[src/rtl/fc_inneuron_loader.sv]
// -----------------------------------------------------------------------------
// fc_inneuron_loader
//
// Purpose:
//   Write-side loader for the FC-layer input-neuron RAM. Accepts a valid/ready
//   stream of neuron words and packs consecutive words in pairs into PI banks
//   of dual-port RAM. The even word goes to port a and the odd word to port b,
//   both in the same cycle. When the whole frame is written it pulses done
//   and raises fc_enable for the FC controller.
//
//   Bank k holds words k*INNEURON/PI .. (k+1)*INNEURON/PI-1 at local addresses
//   0 .. INNEURON/PI-1. This is the same layout the FC controller reads back.
//
// Ports:
//   clock             single clock, rising edge
//   reset             asynchronous, active-low reset
//   start             begin a new load frame (sampled only in IDLE)
//   in_data/in_valid  input neuron stream
//   in_ready          loader accepts a word this cycle (decoded from state only)
//   in_neuron_addr_a  port-a write address, shared by all banks
//   in_neuron_addr_b  port-b write address, shared by all banks
//   in_neuron_data_a  port-a write data, broadcast to all banks
//   in_neuron_data_b  port-b write data, broadcast to all banks
//   in_neuron_wren_a  per-bank port-a write enable
//   in_neuron_wren_b  per-bank port-b write enable
//   busy              frame in progress
//   done              one-cycle pulse when the frame is fully written
//   fc_enable         level enable to the FC controller
// -----------------------------------------------------------------------------
module fc_inneuron_loader #(
  parameter int INNEURON               = 192,
  parameter int PI                     = 3,
  parameter int DATA_WIDTH_FC          = 16,
  parameter int FC_INNEURON_ADDR_WIDTH = 6
) (
  input  logic                              clock,
  input  logic                              reset,
  input  logic                              start,
  input  logic [DATA_WIDTH_FC-1:0]          in_data,
  input  logic                              in_valid,
  output logic                              in_ready,
  output logic [FC_INNEURON_ADDR_WIDTH-1:0] in_neuron_addr_a,
  output logic [FC_INNEURON_ADDR_WIDTH-1:0] in_neuron_addr_b,
  output logic [DATA_WIDTH_FC-1:0]          in_neuron_data_a,
  output logic [DATA_WIDTH_FC-1:0]          in_neuron_data_b,
  output logic [PI-1:0]                     in_neuron_wren_a,
  output logic [PI-1:0]                     in_neuron_wren_b,
  output logic                              busy,
  output logic                              done,
  output logic                              fc_enable
);

  // Pairs stored per bank; the local pair counter is one bit narrower than
  // the RAM address because the LSB of the address selects even/odd port.
  localparam int PAIRS_PER_BANK = INNEURON / 2 / PI;
  localparam int LOCAL_W        = FC_INNEURON_ADDR_WIDTH - 1;
  localparam int BANK_W         = (PI > 1) ? $clog2(PI) : 1;

  typedef enum logic [1:0] {
    IDLE = 2'd0,
    EVEN = 2'd1,
    ODD  = 2'd2,
    FIN  = 2'd3
  } state_t;

  state_t                              state_reg;
  logic [LOCAL_W-1:0]                  local_reg;
  logic [BANK_W-1:0]                   bank_reg;
  logic [DATA_WIDTH_FC-1:0]            hold_reg;
  logic [FC_INNEURON_ADDR_WIDTH-1:0]   addr_a_reg;
  logic [FC_INNEURON_ADDR_WIDTH-1:0]   addr_b_reg;
  logic [DATA_WIDTH_FC-1:0]            data_a_reg;
  logic [DATA_WIDTH_FC-1:0]            data_b_reg;
  logic                                done_reg;
  logic                                fc_enable_reg;

  logic handshake;
  logic pair_write;
  logic last_pair;

  assign in_ready   = (state_reg == EVEN) || (state_reg == ODD);
  assign busy       = (state_reg != IDLE);
  assign handshake  = in_valid && in_ready;
  // A pair is committed when the odd word is accepted.
  assign pair_write = (state_reg == ODD) && in_valid;
  assign last_pair  = (bank_reg == BANK_W'(PI - 1)) &&
                      (local_reg == LOCAL_W'(PAIRS_PER_BANK - 1));

  always_ff @(posedge clock or negedge reset) begin
    if (!reset) begin
      state_reg     <= IDLE;
      local_reg     <= '0;
      bank_reg      <= '0;
      hold_reg      <= '0;
      addr_a_reg    <= '0;
      addr_b_reg    <= '0;
      data_a_reg    <= '0;
      data_b_reg    <= '0;
      done_reg      <= 1'b0;
      fc_enable_reg <= 1'b0;
    end else begin
      done_reg <= 1'b0;
      case (state_reg)
        IDLE: begin
          if (start) begin
            state_reg     <= EVEN;
            local_reg     <= '0;
            bank_reg      <= '0;
            fc_enable_reg <= 1'b0;
          end
        end
        EVEN: begin
          if (handshake) begin
            hold_reg  <= in_data;
            state_reg <= ODD;
          end
        end
        ODD: begin
          if (handshake) begin
            addr_a_reg <= {local_reg, 1'b0};
            addr_b_reg <= {local_reg, 1'b1};
            data_a_reg <= hold_reg;
            data_b_reg <= in_data;
            if (last_pair) begin
              state_reg <= FIN;
            end else begin
              state_reg <= EVEN;
              if (local_reg == LOCAL_W'(PAIRS_PER_BANK - 1)) begin
                local_reg <= '0;
                bank_reg  <= bank_reg + 1'b1;
              end else begin
                local_reg <= local_reg + 1'b1;
              end
            end
          end
        end
        FIN: begin
          // The final pair write is on the RAM ports during this cycle, so
          // by the next edge the frame is complete.
          done_reg      <= 1'b1;
          fc_enable_reg <= 1'b1;
          state_reg     <= IDLE;
        end
        default: state_reg <= IDLE;
      endcase
    end
  end

  // Per-bank write enables are registered individually so each bank sees a
  // clean single-cycle pulse with the matching address and data.
  generate
    for (genvar gi = 0; gi < PI; gi++) begin : g_bank_wren
      logic wren_a_bit_reg;
      logic wren_b_bit_reg;

      always_ff @(posedge clock or negedge reset) begin
        if (!reset) begin
          wren_a_bit_reg <= 1'b0;
          wren_b_bit_reg <= 1'b0;
        end else begin
          wren_a_bit_reg <= pair_write && (bank_reg == BANK_W'(gi));
          wren_b_bit_reg <= pair_write && (bank_reg == BANK_W'(gi));
        end
      end

      assign in_neuron_wren_a[gi] = wren_a_bit_reg;
      assign in_neuron_wren_b[gi] = wren_b_bit_reg;
    end
  endgenerate

  assign in_neuron_addr_a = addr_a_reg;
  assign in_neuron_addr_b = addr_b_reg;
  assign in_neuron_data_a = data_a_reg;
  assign in_neuron_data_b = data_b_reg;
  assign done             = done_reg;
  assign fc_enable        = fc_enable_reg;

endmodule
[config.mk]
export PLATFORM = sky130hd
export DESIGN_NAME = fc_inneuron_loader
export DESIGN_NICKNAME = d
export VERILOG_FILES = /design/src/rtl/fc_inneuron_loader.sv
export SDC_FILE = /design/constraint.sdc
export NUM_CORES = 1
export LEC_CHECK = 0
export ABC_AREA = 0
export CAP_MARGIN = 15
export CELL_PAD_IN_SITES_DETAIL_PLACEMENT = 0
export CELL_PAD_IN_SITES_GLOBAL_PLACEMENT = 1
export CORE_UTILIZATION = 39
export CTS_CLUSTER_SIZE = 14
export DETAILED_ROUTE_END_ITERATION = 10
export PLACE_DENSITY = 0.78
export SYNTH_ARGS = -nofsm -noshare
export SYNTH_HDL_FRONTEND = slang
export SYNTH_SLANG_ARGS = --single-unit
[constraint.sdc]
create_clock -name clock -period 2.1 [get_ports clock]
set_input_delay 0.21 -clock clock [delete_from_list [all_inputs] [get_ports clock]]
set_output_delay 0.21 -clock clock [all_outputs]
set_load 0.01 [all_outputs]
---- Word level (Yosys, flattened, before mapping) ----
Cells that the tools add are included.
Widths: inputs -> output; s select.
operators by class
  add/subtract/negate cells ............... 2
  multiply operators ...................... 0
  div/mod/pow operators ................... 0
  $lt $le $gt $ge ......................... 0
  eq/ne operators ......................... 11
  shift operators ......................... 0
  multiplexer cells ....................... 18
  bitwise gates (word level) .............. 0
  reduce and logical (&&, ||, !) cells .... 18
operators by type and width
  kind                 count
  $mux 5               4
  $mux 2               8
  $pmux 5 s2           1
  $ne 2x2->1 const B   4
  $pmux 2 s4           1
  $eq 2x2->1 const B   3
  $logic_and 1x1->1    6
  $reduce_and 2->1     3
  $reduce_bool 2->1    3
  $add 5x1->5 const B  1
  $eq 5x5->1 const B   1
  $reduce_and 5->1     1
  $eq 2x1->1 const B   2
  $logic_not 2->1      2
  $pmux 2 s2           1
  $reduce_and 4->1     1
  $reduce_and 3->1     1
  $add 2x1->2 const B  1
  $mux 1               2
  $ne 2x1->1 const B   1
  $pmux 1 s2           1
  $logic_or 1x1->1     1
storage, ports and cells
  bits in registers ....................... 73
  latch bits .............................. 0
  memory bits (writable) .................. 0
  memory bits (read-only) ................. 0
  output and inout port bits .............. 54
  logic and storage cells ................. 62
  memories kept ........................... 0

---- Logic depth before layout (Yosys ltp) ----
Gate-level depths: netlist (run 1).
  depth in word-level cells ............... 5
  mapped depth ............................ 7

---- Worst setup path after synthesis (run 1) ----
OpenSTA, ideal clock, no wires.
  path type ............................... flip-flop to flip-flop
  from .................................... register local_reg[0]
  to ...................................... register local_reg[2]
  arrival time ............................ 1,644 ps
  data required time ...................... 1,969 ps
  path slack .............................. 325 ps
  cell stages (with the launch flop) ...... 8
  buffers on the path ..................... 0
  period minus slack after synthesis ...... 1,775 ps
  path through ............................ dfrtp_1 -> ha_1 -> and3_1 -> ha_1 -> a21boi_0 -> o211ai_2 -> o21ai_0 -> o21ai_0
between the ends
  cells in the longest elaborated chain, start to end .. 5
  elaborated cells between the ends (all ways) .. 9
  classes of those cells .................. add/sub: 1; eq/ne: 2; mux: 4; reduce/logical: 2
ends and longest elaborated chain
  what                                              RTL line      text
  start: declaration                                67            logic [LOCAL_W-1:0] local_reg;
  start signal: assignment                          132           local_reg <= local_reg + 1'b1;
  $add 5x1->5 / $eq 5x5->1 (equally long branches)  132, 87, 128
  $mux 5                                            128           if (local_reg == LOCAL_W'(PAIRS_PER_BANK - 1)) begin
  $mux 5                                            124           if (last_pair) begin
  $mux 5                                            119           if (handshake) begin
  $pmux 5 s2                                        103           case (state_reg)
Parallel ways exist; a longest one is shown, timed or not. The select of a mux whose other input is x is not followed.
A chain may end at the register's enable or synchronous reset.

---- Worst setup path in the final report (run 1) ----
  from .................................... register state_reg[0]
  to ...................................... output port in_ready
between the ends
  cells in the longest elaborated chain, start to end .. 2
  elaborated cells between the ends (all ways) .. 3
  classes of those cells .................. eq/ne: 2; reduce/logical: 1
ends and longest elaborated chain
  what                                             RTL line  text
  start: declaration                               66        state_t state_reg;
  start signal: assignment                         91        state_reg <= IDLE;
  start signal: assignment                         106       state_reg <= EVEN;
  start signal: assignment                         115       state_reg <= ODD;
  $eq 2x1->1 / $eq 2x2->1 (equally long branches)  81        assign in_ready = (state_reg == EVEN) || (state_reg == ODD);
  $logic_or 1x1->1 *                               81
  end: declaration                                 41        output logic in_ready,
Every way passes the cells marked *; elsewhere a longest branch is shown, timed or not.

==> results of run 1 <==
timing repair:
item	in CTS	in global routing
gates resized for setup	0	2
endpoints found under the hold margin	26	0
hold buffers	1	0
setup endpoints to repair	0	7
worst paths after layout:
path                       slack [ns]  cells after the start              endpoint
max                              0.15                      3              in_ready
min reg2reg                      0.47                      1   in_neuron_addr_b[0]
min in group clock               0.47                      1   in_neuron_addr_b[0]
max in group asynchronous        1.05                      3  in_neuron_data_a[13]
min                              0.42                      2             fc_enable
max reg2reg                      0.18                      7           bank_reg[0]
placed cells by master (no fill, tap or decap), types with 2 or more instances in the layout:
cell type	Yosys	final
sky130_fd_sc_hd__a21oi_1	5	5
sky130_fd_sc_hd__and3_1	4	4
sky130_fd_sc_hd__clkdlybuf4s50_1	0	71
sky130_fd_sc_hd__dfrtp_1	68	68
sky130_fd_sc_hd__nor2_1	2	2
sky130_fd_sc_hd__o41ai_1	2	2
sky130_fd_sc_hd__bufinv_16	0	3
sky130_fd_sc_hd__a22o_1	2	2
sky130_fd_sc_hd__mux2_2	34	34
sky130_fd_sc_hd__ha_1	10	10
sky130_fd_sc_hd__or2_2	2	2
sky130_fd_sc_hd__inv_1	8	8
sky130_fd_sc_hd__nand3_1	2	2
sky130_fd_sc_hd__nand2_1	5	5
sky130_fd_sc_hd__buf_12	0	2
sky130_fd_sc_hd__clkbuf_8	0	9
sky130_fd_sc_hd__nor2b_1	2	2
sky130_fd_sc_hd__mux2_4	19	19
sky130_fd_sc_hd__nand2b_1	2	2
sky130_fd_sc_hd__o21ai_0	7	7
power by group through the flow:
| stage | clock network [mW] | registers, mW | logic, mW |
|---|---|---|---|
| final | 1.27 | 2.16 | 2.27 |
| after global routing | 1.38 | 2.24 | 2.48 |
| after CTS | 1.31 | 2.16 | 2.31 |
| after detailed placement | 0 | 2.18 | 2.30 |
| after global placement | 0 | 2.16 | 2.26 |
| after floorplan | 0 | 2.30 | 1.14 |
kinds of logic (layout without fill, tap and decap cells):
kind of cell             after synthesis  in the layout
AO/OA/AOI/OAI                         21             21
adder cells (fa/ha/maj)               10             10
buffers and inverters                 26            100
flip-flops                            68             68
multiplexers                          54             54
other                                  1              1
AND/OR/NAND/NOR                       24             24
final cells by class:
type                            count  share of cell area [%]
Clock inverter                      6                   2.819
Inverter                            8                  0.7602
Clock buffer                       10                   3.231
Timing Repair Buffer               76                   19.58
Sequential cell                    68                   43.08
Multi-Input combinational cell    110                   27.40
Tap cell                           99                   3.136
worst max-delay path, cell delays in order (launching register included):
cell	delay, ns
sky130_fd_sc_hd__dfrtp_1	0.40
sky130_fd_sc_hd__inv_1	0.11
sky130_fd_sc_hd__ha_1	0.35
sky130_fd_sc_hd__clkdlybuf4s50_1	0.56
layer usage:
layer | up-vias | wire (µm) | GRT usage, %
li1 | 836 | - | -
met1 | 850 | 2442 | 20.13
met2 | 60 | 2291 | 21.82
met3 | 7 | 295 | 5.171
met4 | 0 | 82 | 5.628
met5 | - | 0 | 0
through the flow:
stage	instances	utilization [%]
floorplan	204	-
global placement	360	50.70
detailed placement	360	50.70
CTS	377	54.12
global route	377	54.17
finish	377	54.17
==> reports/metrics.cfg, run 1 <==
[power]
netSwitchingFraction_pct = 28.48
power_frac_clock_pct = 22.3
worst_ir_drop_vdd_mv = 0.6431
cell_internal_pwr_mw = 4.078
comb_power_share_pct = 39.9
power.switching_mw = 1.624
power.density_cell_area_nw_per_um2 = 1444
design_power_total_mw = 5.702
leakage_nw = 1.799
seqPwrFrac_pct = 37.8

[critical_path]
worst_setup_path_start_kind = register
rr_startpoint = local_reg[0]
cp-startpoint = state_reg[0]
data_arrival_at_the_endpoint_of_the_critical_path_ns = 1.74
end_kind = output pin
worstPathMaxFanout = 4
critical_setup_path_kind = register to output pin
worstPathRequired_ns = 1.89

[placement]
placement.setup.worst_slack_ns = 0.05518
numPortBuffers = 72
dpl-instance-area_um2 = 3697
gp_congestion = 0.7192
place_hpwl_mm = 3.585

[synthesis]
synthCells = 204
synth_compound_area_share_pct = 4.663
combinational_family_with_the_most_area_after_synthesis = multiplexers
synth_top_flop_cell = sky130_fd_sc_hd__dfrtp_1
ys_seq_area_share_pct = 57.65
synth_enable_flop_cells = 0
multiplexer_share_of_the_synthesized_area_pct = 22.98
ys_types = 31
synthesis_stage_register_bit_count = 68
post_synth_fa_ha_maj_area_fraction_pct = 4.239
synth.net_count = 234
netlist.area_leader.share_pct = 57.65
synthesis.area_um2 = 2952
synth-simple-area-share_pct = 4.536
cell_type_with_the_highest_aggregate_area_in_the_netlist = sky130_fd_sc_hd__dfrtp_1
synth.top_cells.by_count = 68 x sky130_fd_sc_hd__dfrtp_1, 34 x sky130_fd_sc_hd__mux2_2, 19 x sky130_fd_sc_hd__mux2_4
xor_xnor_share_of_the_synthesized_area_pct = 0
post_synth_main_area_contributors = sky130_fd_sc_hd__dfrtp_1 58%, sky130_fd_sc_hd__mux2_2 13%, sky130_fd_sc_hd__mux2_4 9.7%
ys_async_sr_fraction_pct = 100.0
post_synth.cell_area_avg_um2 = 14.47
post-synth-top-count-cell = sky130_fd_sc_hd__dfrtp_1
yosysWarnings = 0

[run]
max-cap-violations = 0

[timing]
timing_hold_violations_final = 0
timing.setup.tns_ns = 0
setup-violations-final = 0
finalMaxSlewViolations = 0
worst_clock_skew_ns = 0.005871
grt_setup_unrepaired = no
timing.final.crit_period_ns = 1.954
whs_ns = 0.4167
fin_crit_sh_pct = 93.03
worst_pin_slew_ns = 0.6041
maxClockFrequency_ghz = 0.5119
final.setup.worst_slack_ns = 0.1464
slew-limit-headroom_pct = 59.72

[global_route]
number_of_antenna_violations_at_the_first_check_in_global_routing = 0
global_routing_usage_summed_across_all_routing_layers_pct = 14.77
largest_net_degree_at_the_start_of_global_routing = 43
grt_pass1_wl_mm = 8.618
first_global_vias = 1794
gr-total-overflow = 0

[layout]
design.final.nets = 303
finalInstanceArea_um2 = 3950
layout_cell_share_with_drive_strength_beyond_1_pct = 28.06
syn2layout_area_growth_pct = 33.83
n_antenna_cell = 0
ff_latch_area_um2 = 1702
multiInputGateArea_um2 = 1082
fillCellCount = 634

[floorplan]
fp-row-count = 31
die_width_um = 89.00
core_area_um2 = 7292
boundaryPins = 74
initial_utilization_pct = 40.48
dieArea_um2 = 7920
fp.dieH_um = 89.00

[clock_network]
cts.sink_count = 68
cts_max_path_buffers = 2
tritoncts = yes
h_tree_levels = 3
post-cts-setup-buffers = 0
clk_latency_ns = 0.33
clk_transition_reported_paths_ns = 0.07
cts_made_buffers = 9
cts_root_buffer = sky130_fd_sc_hd__clkbuf_8

[min_path]
timing.hold.worst.class = primary input to async pin

[routing]
vias = 1753
drc = 0
first_pass_iters = 4
drt-initial-drc-count = 26
drt-wirelength-per-cell_um = 13.56
route.antenna.remaining_nets = 0
vias_per_cell = 4.650
routed_wl_mm = 5.112

[outcome]
run_status = finished clean

Power figures use the tool's default switching activity.
==> inputs of run 2 (changes only) <==
--- a/config.mk
+++ b/config.mk
@@ -6,13 +6,14 @@
 export NUM_CORES = 1
 export LEC_CHECK = 0
 export ABC_AREA = 0
-export CAP_MARGIN = 15
+export CAP_MARGIN = 30
 export CELL_PAD_IN_SITES_DETAIL_PLACEMENT = 0
 export CELL_PAD_IN_SITES_GLOBAL_PLACEMENT = 1
 export CORE_UTILIZATION = 39
 export CTS_CLUSTER_SIZE = 14
 export DETAILED_ROUTE_END_ITERATION = 10
 export PLACE_DENSITY = 0.78
+export SLEW_MARGIN = 20
 export SYNTH_ARGS = -nofsm -noshare
 export SYNTH_HDL_FRONTEND = slang
 export SYNTH_SLANG_ARGS = --single-unit
==> results of run 2 <==
Same layout as run 1: the final DEF is identical, and so are final timing and power.
